<file path="src/rtl/aes_arb_pkg.sv">
// Shared types and helpers for the AES cipher arbiter.
// The FAULT state exists only when AES_ARB_TIMEOUT_EN is defined.
package aes_arb_pkg;

  localparam int AES_BLK_W = 128;

  typedef enum logic [2:0] {
    IDLE,
    LOAD,
    BUSY,
    RESP
`ifdef AES_ARB_TIMEOUT_EN
    ,
    FAULT
`endif
  } state_t;

  typedef struct packed {
    logic [AES_BLK_W-1:0] key;
    logic [AES_BLK_W-1:0] text;
  } req_t;

  // Round-robin pointer advance: id + 1, wrapping at n.
  function automatic int rr_wrap_inc(input int id, input int n);
    return (id + 1 >= n) ? 0 : id + 1;
  endfunction

endpackage

</file>
<file path="src/rtl/aes_rr_arbiter.sv">
// Combinational round-robin arbiter: grants the first requester at or after
// ptr, wrapping around. Produces a one-hot grant, its encoded id and an any flag.
module aes_rr_arbiter #(
  parameter int NUM_REQ = 4,
  parameter int ID_W    = $clog2(NUM_REQ)
) (
  input  logic [NUM_REQ-1:0] req,
  input  logic [ID_W-1:0]    ptr,
  output logic [NUM_REQ-1:0] grant,
  output logic [ID_W-1:0]    id,
  output logic               any
);

  logic [NUM_REQ-1:0] hi_mask;
  logic [NUM_REQ-1:0] masked;
  logic [NUM_REQ-1:0] pick;

  genvar gi;
  generate
    for (gi = 0; gi < NUM_REQ; gi++) begin : g_mask
      assign hi_mask[gi] = (ID_W'(gi) >= ptr);
    end
  endgenerate

  // Prefer requesters at or above the pointer; fall back to the full vector
  // to wrap around, then isolate the lowest set bit.
  assign masked = req & hi_mask;
  assign pick   = (|masked) ? masked : req;
  assign grant  = pick & (~pick + 1'b1);
  assign any    = |req;

  always_comb begin
    id = '0;
    for (int k = 0; k < NUM_REQ; k++) begin
      if (grant[k]) begin
        id = ID_W'(k);
      end
    end
  end

endmodule

</file>
<file path="src/rtl/aes_cipher_arbiter.sv">
// Shares one AES cipher core between NUM_REQ requesters, round-robin.
// Optional AES_ARB_TIMEOUT_EN: BUSY timeout with error response and sticky FAULT.
module aes_cipher_arbiter
  import aes_arb_pkg::*;
#(
  parameter int NUM_REQ = 4,
  parameter int ID_W    = $clog2(NUM_REQ),
  parameter int TIMEOUT = 64
) (
  input  logic                           clk,
  input  logic                           rst,
  input  logic [NUM_REQ-1:0]             req_valid,
  output logic [NUM_REQ-1:0]             req_ready,
  input  logic [NUM_REQ*AES_BLK_W-1:0]   req_key,
  input  logic [NUM_REQ*AES_BLK_W-1:0]   req_text,
  output logic                           rsp_valid,
  input  logic                           rsp_ready,
  output logic [ID_W-1:0]                rsp_id,
  output logic [AES_BLK_W-1:0]           rsp_text,
  output logic                           rsp_err,
  output logic                           busy,
  output logic                           aes_ld,
  output logic [AES_BLK_W-1:0]           aes_key,
  output logic [AES_BLK_W-1:0]           aes_text_in,
  input  logic                           aes_done,
  input  logic [AES_BLK_W-1:0]           aes_text_out
);

  state_t                state_reg, state_next;
  logic [ID_W-1:0]       ptr_reg;
  logic [ID_W-1:0]       id_reg;
  logic [AES_BLK_W-1:0]  key_reg;
  logic [AES_BLK_W-1:0]  text_reg;
  logic [AES_BLK_W-1:0]  rsp_text_reg;

  logic [NUM_REQ-1:0]    arb_grant;
  logic [ID_W-1:0]       arb_id;
  logic                  arb_any;
  logic                  timeout_hit;

  req_t                  req_arr [NUM_REQ];

  genvar gi;
  generate
    for (gi = 0; gi < NUM_REQ; gi++) begin : g_unpack
      assign req_arr[gi] = {req_key[gi*AES_BLK_W +: AES_BLK_W],
                            req_text[gi*AES_BLK_W +: AES_BLK_W]};
    end
  endgenerate

  aes_rr_arbiter #(
    .NUM_REQ (NUM_REQ),
    .ID_W    (ID_W)
  ) u_arb (
    .req   (req_valid),
    .ptr   (ptr_reg),
    .grant (arb_grant),
    .id    (arb_id),
    .any   (arb_any)
  );

`ifdef AES_ARB_TIMEOUT_EN
  localparam int CNT_W = $clog2(TIMEOUT + 1);
  localparam logic [CNT_W-1:0] CNT_LAST = CNT_W'(TIMEOUT - 1);

  logic [CNT_W-1:0] cnt_reg;
  logic             err_reg;

  // Counter restarts on entry to BUSY; the last BUSY cycle is TIMEOUT-1.
  always_ff @(posedge clk) begin
    if (rst) begin
      cnt_reg <= '0;
      err_reg <= 1'b0;
    end else begin
      if (state_reg == LOAD) begin
        cnt_reg <= '0;
        err_reg <= 1'b0;
      end else if (state_reg == BUSY) begin
        cnt_reg <= cnt_reg + 1'b1;
        if (!aes_done && cnt_reg == CNT_LAST) begin
          err_reg <= 1'b1;
        end
      end
    end
  end

  assign timeout_hit = (cnt_reg == CNT_LAST);
  assign rsp_err     = err_reg;
`else
  assign timeout_hit = 1'b0;
  assign rsp_err     = 1'b0;
`endif

  always_ff @(posedge clk) begin
    if (rst) begin
      state_reg    <= IDLE;
      ptr_reg      <= '0;
      id_reg       <= '0;
      key_reg      <= '0;
      text_reg     <= '0;
      rsp_text_reg <= '0;
    end else begin
      state_reg <= state_next;
      case (state_reg)
        IDLE: begin
          if (arb_any) begin
            key_reg  <= req_arr[arb_id].key;
            text_reg <= req_arr[arb_id].text;
            id_reg   <= arb_id;
          end
        end
        BUSY: begin
          if (aes_done) begin
            rsp_text_reg <= aes_text_out;
          end else if (timeout_hit) begin
            rsp_text_reg <= '0;
          end
        end
        RESP: begin
          if (rsp_ready) begin
            ptr_reg <= ID_W'(rr_wrap_inc(int'(id_reg), NUM_REQ));
          end
        end
        default: ;
      endcase
    end
  end

  // Done pulses during LOAD belong to a previous operation and are ignored.
  always_comb begin
    state_next = state_reg;
    case (state_reg)
      IDLE: if (arb_any) state_next = LOAD;
      LOAD: state_next = BUSY;
      BUSY: begin
        if (aes_done || timeout_hit) begin
          state_next = RESP;
        end
      end
      RESP: begin
        if (rsp_ready) begin
`ifdef AES_ARB_TIMEOUT_EN
          state_next = err_reg ? FAULT : IDLE;
`else
          state_next = IDLE;
`endif
        end
      end
`ifdef AES_ARB_TIMEOUT_EN
      FAULT: state_next = FAULT;
`endif
      default: state_next = IDLE;
    endcase
  end

  assign req_ready   = (state_reg == IDLE && !rst) ? arb_grant : '0;
  assign busy        = (state_reg != IDLE);
  assign aes_ld      = (state_reg == LOAD);
  assign aes_key     = key_reg;
  assign aes_text_in = text_reg;
  assign rsp_valid   = (state_reg == RESP);
  assign rsp_id      = id_reg;
  assign rsp_text    = rsp_text_reg;

endmodule

</file>
<file path="config.mk">
export PLATFORM = sky130hd
export DESIGN_NAME = aes_cipher_arbiter
export DESIGN_NICKNAME = d
export VERILOG_FILES = /design/src/rtl/aes_arb_pkg.sv /design/src/rtl/aes_rr_arbiter.sv /design/src/rtl/aes_cipher_arbiter.sv
export SDC_FILE = /design/constraint.sdc
export NUM_CORES = 1
export LEC_CHECK = 0
export ABC_AREA = 1
export BUFFER_PORTS_ARGS = -buffer_cell sky130_fd_sc_hd__buf_2
export CORE_AREA = 3 3 603 605
export CTS_CLUSTER_DIAMETER = 80
export CTS_CLUSTER_SIZE = 20
export DETAILED_ROUTE_END_ITERATION = 8
export DIE_AREA = 0 0 606 608
export PLACE_DENSITY_LB_ADDON = 0.08
export SYNTH_ARGS = -nofsm -noshare
export SYNTH_HDL_FRONTEND = slang
export SYNTH_SLANG_ARGS = --single-unit
</file>
<file path="constraint.sdc">
create_clock -name clk -period 3.3 [get_ports clk]
set_input_delay 0.495 -clock clk [delete_from_list [all_inputs] [get_ports clk]]
set_output_delay 0.495 -clock clk [all_outputs]
set_load 0.01 [all_outputs]
</file>
==> flow_summary.yaml <==
detailed_routing:
  detail_route.wirelength_mm: 273
  drt-wirelength-per-cell_um: 23.7
  count_of_antenna_violating_nets_left_after_detailed_routing: 0
  avgViaCountPerCell: 3.31
  router_iterations_before_antenna_repair: 7
  first_iter_violations: 1917
  routed-via-count: 38200
  post-route-drc-count: 0
global_routing:
  grt_start_max_net_pins: 129
  grt_pass1_vias: 39400
  grt_first_pass_wirelength_mm: 359
  antenna_violations_before_repair: 243
  grt_usage_pct: 14.2
  overflow: 0
critical_path:
  worst_ep_required_time_ns: 2.80
  crit_arrival_ns: 2.45
  critical_path_class: "reg2out"
  crit_path_start_kind: "flop"
  cell_with_the_largest_stage_delay_on_the_worst_path: "or2_2"
  cpMostUsedCell: "inv_1"
  worst-r2r-setup-slack_ns: 0.79
  crit_path_max_fanout: 4
  rr_worst_depth: 14
  cp-end-kind: "output port"
  path_cells: "inv_1 -> ha_1 -> inv_1 -> or2_2 -> nor2_1 -> buf_12"
  worst_path_largest_cell_delay_ns: 0.37
sta:
  rsz0062_at_grt: "no"
  fin_crit_ns: 2.94
  setup_viol_count_final: 0
  final-max-slew-violation-count: 0
  timing.setup.tns_ns: 0
  final.period_utilization_pct: 89.2
  finalHoldViolations: 0
  skew_ns: 0.0823
  timing.slew.headroom_pct: 28.9
  fmaxAchievable_ghz: 0.340
  max_slew.worst_pin.slew_ns: 1.07
final_layout:
  layout_common_cells: "1,549 x buf_2, 1,294 x inv_1, 1,283 x nand3_1, 1,035 x nand2_1, 527 x nor2_1"
  layout-drive-gt1-share_pct: 27.8
  seqCellArea_um2: 7810
  layout-area-overhead-vs-synth_pct: 66.6
  multi_input_comb_area_um2: 13200
  fill_cells: 42700
  final_common_cell: "buf_2"
  layout.nets: 7772
logic_synthesis:
  dominantRegCellSynth: "dfxtp_1"
  synth-seq-area-share_pct: 28.5
  share_of_synthesized_flip_flops_with_an_asynchronous_set_or_reset_pct: 0
  post_syn_nets: 6203
  synthCells: 5038
  post_synth.cell_area_avg_um2: 5.43
  post_synth_instance_area_um2: 27400
  synth_seq_cells: 390
  synth_enable_flop_cells: 0
  netlist-cell-type-count: 24
  yosysWarnings: 0
clocking:
  clock_insertion_delay_worst_skew_ns: 0.83
  cts.sinks: 390
  cts_buffers: 80
  number_of_buffers_inserted_by_hold_repair_at_cts: 130
  cts-root-to-sink-buffers: 4
  post-cts-setup-buffers: 0
  cts_htree_levels: 3
  cts_repair_resize_count: 0
  cts_root_buf: "clkbuf_16"
  worst_setup_hold_path_clk_slew_ns: 0.08
  cts_tree: "done"
worst_hold_path:
  min_delay_path_depth: 7
  hold_path_class: "in2reg"
pwr:
  power.density_nw_per_um2: 659
  power.ir.vdd_worst_v: 0.000374
  report.power.total_mw: 30.0
  power_leakage_nw: 25.9
place:
  detailed_place_hpwl_mm: 227
  place.gp.congestion: 0.811
  buffer_ports.inserted: 1552
die:
  initial_utilization_pct: 7.63
  count_of_boundary_i_o_pins: 1554
  chipWidth_um: 606
  chipHeight_um: 608
  placeable_core_region_um2: 359000
  fp-row-count: 220
  fp.dieArea_um2: 368000
outcome:
  run_status: "finished clean"
run:
  maxCapViolations: 0
-- synth_stat cells, types with 3 or more instances --
cell | count | area share (%)
inv_1 | 1295 | 18
nand3_1 | 1283 | 23
nand2_1 | 1036 | 14
nor2_1 | 528 | 7.2
dfxtp_1 | 390 | 29
buf_2 | 157 | 2.9
clkbuf_1 | 134 | 1.8
a21oi_1 | 129 | 2.4
buf_1 | 55 | 0.75
buf_4 | 8 | 0.22
ha_1 | 5 | 0.23
a211oi_1 | 3 | 0.082
-- cell families (layout without fill, tap and decap cells) --
logic type,Yosys count,in the layout,share of synthesized area [%]
buffers and inverters,1652,3281,23.5
AND/OR/NAND/NOR,2855,2855,45.2
other,1,71,0.0137
flip-flops,390,390,28.5
adder cells (fa/ha/maj),5,5,0.229
AO/OA/AOI/OAI,135,135,2.51
-- critical path, delay by kind of cell (launching register included) --
family	cells	cell delay, ns
AND/OR/NAND/NOR	2	0.71
adder cells (fa/ha/maj)	1	0.20
buffers and inverters	3	0.45
flip-flops	1	0.33
-- per-stage QoR --
step                hold slack (ns)  worst slack (ns)  cell area, µm²  utilization, %  cells
floorplan                     0.457              1.23           27400               -   5038
global placement              0.450             0.320           41500            11.6  11200
detailed placement            0.453             0.399           41500            11.6  11200
CTS                         0.00239            0.0901           45400            12.7  11400
global route                 0.0631            0.0751           45500            12.7  11500
finish                        0.109             0.358           45600            12.7  11500
-- metal layers --
metal	share of wire, %	global-route usage, %	vias to the layer above
li1	-	-	18300
met1	38	15.2	18000
met2	53	27.6	1313
met3	5.7	3.37	522
met4	2.9	3.29	64
met5	0.15	0	-
-- final cells by class --
type	count	share of cell area [%]
diodes	70	0.384
clock buffers	97	4.67
clock inverters	45	1.08
inverters	1297	10.7
multi-input cells	2996	28.9
flip-flops and latches	390	17.1
well taps	4773	13.1
repair buffers	1842	24.1
-- worst paths after layout --
check | start | to
worst max-delay path | state_reg[1]$_SDFFE_PP0P_ | req_ready[0]
worst max register to register | ptr_reg[1]$_SDFFE_PP0P_ | aes_key[63]$_SDFFE_PP0P_
worst min register to register | rsp_text[103]$_SDFFE_PP0P_ | rsp_text[103]$_SDFFE_PP0P_
worst min-delay path | req_text[23] | aes_text_in[23]$_SDFFE_PP0P_
-- power breakdown --
group | switching, mW | internal (mW)
clock network | 3.47 | 5.17
logic | 9.50 | 4.68
registers | 1.00 | 6.19
Note: power is estimated with default switching activity, not from simulation.
